<file path="config.mk">
export PLATFORM = sky130hd
export DESIGN_NAME = spike_rate_encoder_flat
export DESIGN_NICKNAME = d
export VERILOG_FILES = /design/src/rtl/spike_rate_encoder_if.sv /design/src/rtl/spike_rate_encoder.sv /design/src/flat_wrapper.sv
export SDC_FILE = /design/constraint.sdc
export NUM_CORES = 1
export LEC_CHECK = 0
export BUFFER_PORTS_ARGS = -buffer_cell sky130_fd_sc_hd__buf_2
export CAP_MARGIN = 10
export CORE_UTILIZATION = 50
export DETAILED_ROUTE_END_ITERATION = 10
export PLACE_DENSITY = 0.67
export SLEW_MARGIN = 40
export SYNTH_ARGS = -nofsm -noshare
export SYNTH_HDL_FRONTEND = slang
export SYNTH_SLANG_ARGS = --single-unit
</file>
<file path="constraint.sdc">
create_clock -name clk -period 8.15 [get_ports clk]
set_clock_uncertainty 0.1 [all_clocks]
set_input_delay 0.4075 -clock clk [delete_from_list [all_inputs] [get_ports clk]]
set_output_delay 0.4075 -clock clk [all_outputs]
set_load 0.02 [all_outputs]
</file>
<file path="src/rtl/spike_rate_encoder_if.sv">
// Handshake bundle for the spike rate encoder: serial intensity load,
// run start, and the spike-vector stream toward the LIF neuron array.
interface spike_rate_encoder_if #(
  parameter int N_STAGE = 2,
  parameter int VALUE_W = 8,
  parameter int STEPS_W = 8
);
  localparam int CH = 2 ** N_STAGE;

  logic               load_valid;
  logic [VALUE_W-1:0] load_data;
  logic               load_ready;
  logic               start;
  logic [STEPS_W-1:0] num_steps;
  logic [CH-1:0]      x_out;
  logic               x_valid;
  logic               x_ready;
  logic               busy;
  logic               done;

  // Controller / test side: drives loads, start and consumer ready.
  modport master (
    output load_valid, load_data, start, num_steps, x_ready,
    input  load_ready, x_out, x_valid, busy, done
  );

  // Encoder side.
  modport slave (
    input  load_valid, load_data, start, num_steps, x_ready,
    output load_ready, x_out, x_valid, busy, done
  );
endinterface

</file>
<file path="src/rtl/spike_rate_encoder.sv">
// Sigma-delta rate encoder: each channel adds its intensity into an
// accumulator every timestep and emits the carry as its spike bit.
//
// state | meaning
// IDLE  | accepting intensity loads, waiting for start
// RUN   | streaming num_steps spike vectors over x_valid/x_ready
module spike_rate_encoder #(
  parameter int N_STAGE = 2,
  parameter int VALUE_W = 8,
  parameter int STEPS_W = 8
) (
  input logic                clk,
  input logic                reset,
  spike_rate_encoder_if.slave bus
);
  localparam int CH = 2 ** N_STAGE;

  typedef enum logic {IDLE, RUN} state_t;

  state_t state, state_next;

  logic [VALUE_W-1:0] intensity [CH];
  logic [VALUE_W-1:0] acc       [CH];
  logic [VALUE_W:0]   sum       [CH];
  logic [CH-1:0]      carry;
  logic [N_STAGE-1:0] ptr;
  logic [STEPS_W-1:0] steps_lat;
  logic [STEPS_W-1:0] step_cnt;
  logic [CH-1:0]      x_out_q;
  logic               x_valid_q;
  logic               done_q;

  logic load_fire, start_go, start_zero, xfer, last_xfer, produce;
  logic load_ready_c, busy_c;

  // Handshake qualifiers; last_xfer compares the post-transfer count to the latched length.
  always_comb begin
    load_fire  = bus.load_valid & load_ready_c;
    start_go   = (state == IDLE) & bus.start;
    start_zero = start_go & (bus.num_steps == '0);
    xfer       = x_valid_q & bus.x_ready;
    last_xfer  = xfer & (({1'b0, step_cnt} + (STEPS_W+1)'(1)) == {1'b0, steps_lat});
    // First edge in RUN has no vector yet; afterwards produce on every non-final transfer.
    produce    = (state == RUN) & (~x_valid_q | (xfer & ~last_xfer));
  end

  // Per-channel accumulate; the carry out is the spike.
  always_comb begin
    for (int i = 0; i < CH; i++) begin
      sum[i]   = {1'b0, acc[i]} + {1'b0, intensity[i]};
      carry[i] = sum[i][VALUE_W];
    end
  end

  // State register.
  always_ff @(posedge clk or posedge reset) begin
    if (reset) state <= IDLE;
    else       state <= state_next;
  end

  // Next-state and status outputs.
  always_comb begin
    state_next   = state;
    load_ready_c = 1'b0;
    busy_c       = 1'b0;
    case (state)
      IDLE: begin
        load_ready_c = 1'b1;
        if (bus.start && (bus.num_steps != '0)) state_next = RUN;
      end
      RUN: begin
        busy_c = 1'b1;
        if (last_xfer) state_next = IDLE;
      end
      default: state_next = IDLE;
    endcase
  end

  // Datapath: intensity loads, run setup, vector production and completion.
  always_ff @(posedge clk or posedge reset) begin
    if (reset) begin
      for (int i = 0; i < CH; i++) begin
        intensity[i] <= '0;
        acc[i]       <= '0;
      end
      ptr       <= '0;
      steps_lat <= '0;
      step_cnt  <= '0;
      x_out_q   <= '0;
      x_valid_q <= 1'b0;
      done_q    <= 1'b0;
    end else begin
      done_q <= start_zero | last_xfer;
      if (load_fire) begin
        intensity[ptr] <= bus.load_data;
        ptr            <= ptr + 1'b1;
      end
      // A start in the same cycle as a load still returns the pointer to channel 0.
      if (start_go) begin
        steps_lat <= bus.num_steps;
        step_cnt  <= '0;
        ptr       <= '0;
        for (int i = 0; i < CH; i++) acc[i] <= '0;
      end
      if (xfer) step_cnt <= step_cnt + 1'b1;
      if (produce) begin
        for (int i = 0; i < CH; i++) acc[i] <= sum[i][VALUE_W-1:0];
        x_out_q   <= carry;
        x_valid_q <= 1'b1;
      end else if (last_xfer) begin
        x_out_q   <= '0;
        x_valid_q <= 1'b0;
      end
    end
  end

  assign bus.load_ready = load_ready_c;
  assign bus.busy       = busy_c;
  assign bus.x_out      = x_out_q;
  assign bus.x_valid    = x_valid_q;
  assign bus.done       = done_q;
endmodule

</file>
<file path="src/flat_wrapper.sv">
// flat-port wrapper written by rule: the top's interface ports become plain ports
module spike_rate_encoder_flat 
#(
  parameter int N_STAGE = 2,
  parameter int VALUE_W = 8,
  parameter int STEPS_W = 8
)
  (clk, reset, bus_load_valid, bus_load_data, bus_start, bus_num_steps, bus_x_ready, bus_load_ready, bus_x_out, bus_x_valid, bus_busy, bus_done);
  spike_rate_encoder_if #(.N_STAGE(N_STAGE), .VALUE_W(VALUE_W), .STEPS_W(STEPS_W)) bus_i ();
  input logic clk;
  input logic reset;
  input wire logic [$bits(bus_i.load_valid)-1:0] bus_load_valid;
  input wire logic [$bits(bus_i.load_data)-1:0] bus_load_data;
  input wire logic [$bits(bus_i.start)-1:0] bus_start;
  input wire logic [$bits(bus_i.num_steps)-1:0] bus_num_steps;
  input wire logic [$bits(bus_i.x_ready)-1:0] bus_x_ready;
  output wire logic [$bits(bus_i.load_ready)-1:0] bus_load_ready;
  output wire logic [$bits(bus_i.x_out)-1:0] bus_x_out;
  output wire logic [$bits(bus_i.x_valid)-1:0] bus_x_valid;
  output wire logic [$bits(bus_i.busy)-1:0] bus_busy;
  output wire logic [$bits(bus_i.done)-1:0] bus_done;
  assign bus_i.load_valid = bus_load_valid;
  assign bus_i.load_data = bus_load_data;
  assign bus_i.start = bus_start;
  assign bus_i.num_steps = bus_num_steps;
  assign bus_i.x_ready = bus_x_ready;
  assign bus_load_ready = bus_i.load_ready;
  assign bus_x_out = bus_i.x_out;
  assign bus_x_valid = bus_i.x_valid;
  assign bus_busy = bus_i.busy;
  assign bus_done = bus_i.done;
  spike_rate_encoder #(.N_STAGE(N_STAGE), .VALUE_W(VALUE_W), .STEPS_W(STEPS_W)) u_core (.clk(clk), .reset(reset), .bus(bus_i));
endmodule
</file>
Word level (Yosys, flattened, before mapping)
Index checks and enable logic that the tools add are counted.
W data, S select, Z words.
{ "word_totals": {"register_bits": 89, "inputBits": 21, "output_inout_bits": 8, "word_cells": 64} }
{ "op_classes": {"add_sub_neg": 7, "magnitude_cmp": 2, "n_eq_ne": 1, "n_mux": 18, "n_bitwise": 13, "n_reduce_logical": 8} }
{ "ops": {"columns": ["operator", "count"], "rows": [
  ["$mux W32", 2],
  ["$add A8 B8 Y9", 4],
  ["$bwmux W32", 1],
  ["$mux W8", 3],
  ["$demux W8 S2", 1],
  ["$add A8 B1 Y9 const B", 1],
  ["$eq A9 B8 Y1", 1],
  ["$add A8 B1 Y8 const B", 1],
  ["$logic_not A8 Y1", 1],
  ["$mux W4", 2],
  ["$reduce_bool A2 Y1", 4],
  ["$reduce_bool A8 Y1", 1],
  ["$and A1 B1 Y1", 7],
  ["$mux W1", 6],
  ["$mux W2", 2],
  ["$ge A3 B3 Y1 const B", 1],
  ["$lt A3 B1 Y1 const B", 1],
  ["$not A1 Y1", 3],
  ["$not A2 Y3", 1],
  ["$add A2 B1 Y2 const B", 1],
  ["$logic_and A1 B1 Y1", 2],
  ["$or A1 B1 Y1", 2],
  ["$pmux W1 S2", 1]
]} }

Longest topological paths before layout
Gate-level depths: netlist (run 1).
{ "logic_depth": {"ltp_word": 8, "ltp_mapped": 11, "depth_no_buf": 9} }

Worst setup path before layout (run 1)
OpenSTA, ideal clock, no wires.
{ "synth_timing": {"kind": "register to register", "startpoint": "register u_core.step_cnt[0]", "endpoint": "register u_core.acc[14] in the netlist's numbering", "setup_ps": 127, "arrival_time_ps": 2404, "required_time_ps": 7923, "path_slack_ps": 5519, "stages_incl_launch_ff": 12, "n_path_buf": 3, "period_less_slack_ps": 2631, "cell_sequence": "dfrtp_1 > ha_1 > buf_2 > o21ba_1 > a221oi_2 > a21oi_1 > or4_4 > a21oi_2 > o22ai_1 > buf_6 > buf_6 > mux2i_1"} }
{ "synth_via": {"elab_chain_cells": 8, "elab_cells_between_ends": 9, "cone_classes": "add/sub: 1; eq/ne: 1; mux: 1; bitwise: 5; reduce/logical: 1"} }
{ "synth_lines": {"columns": ["item", "line_no", "rtl"], "rows": [
  ["from (decl)", "spike_rate_encoder.sv:28", "logic [STEPS_W-1:0] step_cnt;"],
  ["from (signal assigned)", "spike_rate_encoder.sv:105", "if (xfer) step_cnt <= step_cnt + 1'b1;"],
  ["$add A8 B1 Y9 *", "spike_rate_encoder.sv:42", "last_xfer = xfer & (({1'b0, step_cnt} + (STEPS_W+1)'(1)) == {1'b0, steps_lat});"],
  ["$eq A9 B8 Y1 *", "spike_rate_encoder.sv:42", null],
  ["$and A1 B1 Y1 *", "spike_rate_encoder.sv:42", null],
  ["$not A1 Y1 *", "spike_rate_encoder.sv:44", "produce = (state == RUN) & (~x_valid_q | (xfer & ~last_xfer));"],
  ["$and A1 B1 Y1 *", "spike_rate_encoder.sv:44", null],
  ["$or A1 B1 Y1 *", "spike_rate_encoder.sv:44", null],
  ["$and A1 B1 Y1 *", "spike_rate_encoder.sv:44", null],
  ["$mux W32 or $reduce_bool A2 Y1 (tied branches)", null, null],
  ["to (signal, indexed assignment)", "spike_rate_encoder.sv:84", "acc[i] <= '0;"],
  ["to (decl)", "spike_rate_encoder.sv:23", "logic [VALUE_W-1:0] acc [CH];"]
]} }
Every way passes the cells marked *; elsewhere a longest branch is shown, timed or not.
A chain may end at the register's enable or synchronous reset.

Final worst setup path (run 1)
{ "layout_timing": {"startpoint": "register u_core.step_cnt[0]", "endpoint": "register u_core.acc[8] in the netlist's numbering"} }
Same word-level chain as after synthesis.

==> results of run 1 <==
-- logic make-up after synthesis --
logic type                 Yosys count  synth area share
DFF                                 89             0.439
buffers and inverters               30            0.0301
adders and majority gates           41             0.107
AOI/OAI and AO/OA                   89             0.111
muxes                               66             0.138
xor gates and xnor gates            32            0.0553
and+or+nand+nor                    141             0.120
-- metrics by stage --
| stage | setup WS (ns) | power [mW] |
|---|---|---|
| global placement | 5.29 | 1.84 |
| global route | 4.95 | 2.44 |
| detailed placement | 5.23 | 1.91 |
| finish | 5.17 | 2.24 |
| floorplan | 5.34 | 1.69 |
| CTS | 5.18 | 2.25 |
-- report_power, final --
group          internal (mW)  total [mW]  leakage [nW]  switching [mW]
clock network          0.172       0.331        0.0995           0.159
logic                  0.526        1.10          1.51           0.579
registers              0.646       0.799          1.11           0.153
-- layer usage --
| layer | up-vias | share of wire |
|---|---|---|
| li1 | 1756 | - |
| met1 | 1764 | 0.49 |
| met2 | 68 | 0.46 |
| met3 | 11 | 0.029 |
| met4 | 0 | 0.014 |
| met5 | - | 0 |
-- area by class of cell --
| class | count | area (um^2) | share of cell area |
|---|---|---|---|
| Clock buffer | 11 | 131 | 0.0237 |
| Clock inverter | 5 | 80.1 | 0.0145 |
| Inverter | 12 | 46.3 | 0.00837 |
| Multi-Input combinational cell | 369 | 2710 | 0.490 |
| Sequential cell | 89 | 2230 | 0.402 |
| Tap cell | 133 | 166 | 0.0301 |
| Timing Repair Buffer | 31 | 169 | 0.0305 |
-- registers in the layout, summed over array words and instances (netlist names) --
signal and cells:
u_core.acc 32, u_core.bus.done 1, u_core.bus.x_out 4, u_core.bus.x_valid 1
u_core.intensity 32, u_core.ptr 2, u_core.state 1, u_core.step_cnt 8
u_core.steps_lat 8
-- Yosys cell counts, types with 2 or more instances --
cell	count	share of area
inv_1	12	0.0089
nor4_1	2	0.0025
mux2_2	32	0.071
mux2i_1	34	0.067
xnor2_1	10	0.017
clkbuf_1	10	0.0074
ha_1	37	0.091
xor2_1	22	0.038
nand2_1	85	0.063
nand4_1	3	0.0037
a21o_1	9	0.013
a211oi_1	2	0.0030
nor2b_1	8	0.0099
dfrtp_1	89	0.44
o21ai_0	34	0.034
o22ai_1	2	0.0025
o41ai_1	6	0.010
o31ai_1	3	0.0044
a31oi_1	2	0.0025
buf_2	2	0.0020
buf_6	5	0.011
o21bai_1	4	0.0059
a21oi_1	17	0.017
nand3_1	4	0.0039
fa_1	4	0.016
nor2_1	25	0.019
a22oi_1	2	0.0030
nor3_1	9	0.0089
-- worst paths after layout --
| path | start | to | cells after the start |
|---|---|---|---|
| min in group asynchronous | reset | u_core.acc[20] | 3 |
| setup / recovery | u_core.step_cnt[0] | u_core.acc[8] | 9 |
| hold reg to reg | u_core.steps_lat[1] | u_core.steps_lat[1] | 2 |
| max in group asynchronous | reset | u_core.ptr[1] | 4 |
| hold / removal | bus_num_steps[0] | u_core.steps_lat[0] | 3 |
| setup reg to reg | u_core.step_cnt[0] | u_core.acc[8] | 9 |
-- tightest hold or removal path: stages --
cell and delay, ns:
buf_2 0.09, nand2_1 0.04, nand2_1 0.04
==> reports/summary.txt, run 1 <==
Cell area after synthesis = 5070 um^2
Commonest non-fill, non-tap cell in the layout = dfrtp_1
Dpl cells = 633
Maximum clock path buffer count = 2
Port-buffer cells = 28
Largest net degree at the start of global routing = 71
Root buf cell = clkbuf_8
Most used DFF post-synth = dfrtp_1
Reg2Reg Setup Slack = 5.17 ns
DIE HEIGHT = 103 um
Worst path cell trace = ha_1 -> nand3_2 -> nor2_1 -> xnor2_1 -> a21oi_1 -> a21oi_2 -> o22ai_4 -> buf_4 -> mux2i_1
Reg clk slew, reported paths = 0.09 ns
Num CTS Buffers = 9
Gates resized, CTS repair = 0
Commonest non-fill, non-tap cells in the layout = dfrtp_1 (89), nand2_1 (84), ha_1 (37)
Vias = 3599
Worst setup path class = flop to flop
Hold Buf Count CTS = 1
Mapped Cells = 488
Final nets = 574
CP Data Required Time = 8.33 ns
Max_cap viols = 0
DPL Wire Length = 7250 um
Worst setup EP type = flop
I/O pin cnt = 29
Async set-or-reset flop fraction in the synthesized netlist = 1.00
Startpoint types = flop
Status = completed
CTS tree = done
Routed vias/inst = 5.54
H-tree depth = 3
Slew headroom = 0.556
Worst path arrival time = 3.16 ns
Die width = 103 um
Router iterations before antenna repair = 4
Routed WL = 10500 um
CP max stage delay = 0.54 ns
Warning count from the yosys run = 0
Vias in the first global route = 3437
Period Utilization, post-route = 0.366
Initial Util = 0.517
DR WL/cell = 16.2 um
Total track usage = 0.216
Met1 Use GR = 0.306
Final Non-Filler Cells = 650
1st-iter DRT viols = 132
Minimum clock period = 2.98 ns
Final hold vios = 0
Pins Over Slew Limit = 0
Placer Congestion = 0.831
WHS = 0.141 ns
Die ar. = 10600 um^2
Postcts setup bufs = 0
Syn-to-layout area delta = 9.10%
CP max stage cell = buf_4
Kind of cell adding the most delay to the critical path = compound AO/OA/AOI/OAI gates
Final ANT Viol Nets = 0
Worst-margin pin slew = 0.664 ns
Drt drc = 0
Initial antenna violation count = 0
Pleak = 2.72 nW
Placed cell areas = 5310 um^2
Flops & latches, synth = 89
WP buf/inv = 1
ANT cells = 0
Worst-Skew Late Latency = 0.37 ns
CTS sink count = 89
FP Rows = 36
PD cells = 404 nW/um^2
Net count after synthesis = 550
Seq/Total Area, Yosys = 0.439
GRT Max-Usage Layer = met2
Fin area = 5530 um^2
Standard cell core area = 9820 um^2
Layout cells sized above 1 = 0.161
Max VDD drop = 0.202 mV
Total Negative Setup Slacks = 0 ns
Global Route met2 Usage = 0.339
Setup violators final = 0
EDFF count, synth = 0
Largest fanout on the critical path = 34
Fin util = 0.564
GRT overflow = 0
FILL cells = 884
Mapped Avg Cell Area = 10.4 um^2
First-pass GRT wire length = 17100 um
RSZ-0062 raised after global routing = no
Met3 GRT Util = 0.0353
Worst min-delay path category = primary input to flop
Maximum clock rate = 0.336 GHz
Unique masters post-synth = 42
No activity file was read; power rests on OpenSTA's default activity.
==> inputs of run 2 (changes only) <==
Settings changed: PLACE_DENSITY 0.67 to 0.7.
Clock period 8.15 ns to 2.6 ns, I/O delays scaled along.
==> run 2 against run 1 <==
Effect of this change:
- the run now ends with negative setup slack left
- core utilization up 3.8 points
- die area unchanged
- combinational power rose to 3.4 times the previous value
- cell count up 4.3%
- design area up 6.8%
- highest routed layer unchanged
==> reports/summary.txt, run 2 (synthesis results as in run 1) <==
Minimum clock period = 2.62 ns
Maximum clock path buffer count = 2
CP max stage delay = 0.56 ns
Commonest non-fill, non-tap cells in the layout = dfrtp_1 (87), nand2_1 (85), ha_1 (36)
Period Utilization, post-route = 1.01
ANT cells = 0
Routed WL = 11600 um
PD cells = 1240 nW/um^2
RSZ-0062 raised after global routing = yes
DIE HEIGHT = 103 um
Commonest non-fill, non-tap cell in the layout = dfrtp_1
Syn-to-layout area delta = 16.5%
Final Non-Filler Cells = 678
Worst-Skew Late Latency = 0.38 ns
Worst min-delay path category = primary input to flop
Status = complete, but fails checks
DR WL/cell = 17.1 um
Layout cells sized above 1 = 0.185
Total track usage = 0.233
Maximum clock rate = 0.382 GHz
Worst path arrival time = 2.81 ns
Root buf cell = clkbuf_8
Standard cell core area = 9820 um^2
GRT overflow = 0
Placer Congestion = 0.879
Max_cap viols = 0
Reg clk slew, reported paths = 0.10 ns
DPL Wire Length = 7880 um
Die ar. = 10600 um^2
CTS sink count = 89
Initial antenna violation count = 0
Num CTS Buffers = 9
Total Negative Setup Slacks = -0.0184 ns
Worst setup EP type = flop
Biggest regs = u_core.acc: 32 flops, u_core.intensity: 32 flops
FP Rows = 36
Final ANT Viol Nets = 0
Slew headroom = 0.505
I/O pin cnt = 29
Worst-margin pin slew = 0.741 ns
1st-iter DRT viols = 234
Die width = 103 um
Startpoint types = flop
CTS tree = done
Slack of the critical path = -0.0184 ns
Violated checks = negative setup slack
Dpl cells = 642
Setup violators final = 1
Largest net degree at the start of global routing = 59
Max VDD drop = 0.418 mV
Vias in the first global route = 3743
CP Data Required Time = 2.79 ns
Worst setup path class = flop to flop
Final nets = 602
Reg2Reg Setup Slack = -0.02 ns
Pleak = 2.87 nW
Routed vias/inst = 5.65
Router iterations before antenna repair = 6
Worst path cell trace = ha_4 -> o21ba_1 -> a221oi_2 -> a21oi_2 -> or4_4 -> a21oi_4 -> o22ai_4 -> clkbuf_16 -> mux2i_1
CP max stage cell = or4_4
Vias = 3829
Final hold vios = 0
Port-buffer cells = 28
Pins Over Slew Limit = 0
Initial Util = 0.517
H-tree depth = 3
Pwr Total = 7.32 mW
Drt drc = 0
Largest fanout on the critical path = 8
First-pass GRT wire length = 18400 um
==> run 2: area by class of cell <==
cell class	instances	area, um^2
Clock buffer	10	128
Clock inverter	6	90.1
Fill cell	806	3910
Inverter	12	46.3
Multi-Input combinational cell	369	2740
Sequential cell	89	2230
Tap cell	133	166
Timing Repair Buffer	59	504
==> run 2: path summary, 6_finish.rpt <==
kind                       cells after the start                start              endpoint
max in group asynchronous                      4                reset    u_core.step_cnt[3]
setup / recovery                               9   u_core.step_cnt[0]         u_core.acc[8]
min in group asynchronous                      3                reset  u_core.intensity[27]
setup reg to reg                               9   u_core.step_cnt[0]         u_core.acc[8]
hold / removal                                 4       bus_load_valid         u_core.ptr[0]
hold reg to reg                                2  u_core.steps_lat[7]   u_core.steps_lat[7]
==> run 2: per-layer routing <==
layer  GRT usage  wire length (um)
met1       0.312              5400
met4       0.101               270
met2       0.372              5540
met5           0                 0
met3      0.0407               412
==> run 2: critical path: cells and delay by family (launching register included) <==
kind	cells	cell delay, ns
AO/OA/AOI/OAI	5	0.86
AND/OR/NAND/NOR	1	0.56
flip-flops	1	0.42
buffers and inverters	1	0.22
adder cells (fa/ha/maj)	1	0.20
multiplexers	1	0.18
==> run 2: metrics by stage <==
stage | instance area [um^2] | worst slack, ns | hold WS [ns] | utilization
3_3_place_gp | 5430 | 0.0857 | 0.116 | 0.553
4_1_cts | 5820 | 0.0295 | 0.0122 | 0.592
5_1_grt | 5910 | -0.139 | 0.0131 | 0.602
6_report | 5910 | -0.0184 | 0.0186 | 0.602
2_1_floorplan | 5100 | 0.00811 | 0.119 | -
3_5_place_dp | 5430 | 0.0300 | 0.116 | 0.553
==> run 2: report_power, final <==
part	total [mW]	internal, mW	leakage, nW	switching [mW]
registers	2.52	2.03	1.11	0.488
clock network	1.07	0.545	0.107	0.527
logic	3.74	1.80	1.66	1.93
==> run 2: what timing repair did <==
item                       in CTS  in global routing
pin swaps                       0                  4
hold endpoints to repair       58                  2
hold buffers                   16                  1
setup endpoints to repair       1                 36
setup buffers                   0                  1
gates cloned                    0                  2
gates resized for setup         1                  6
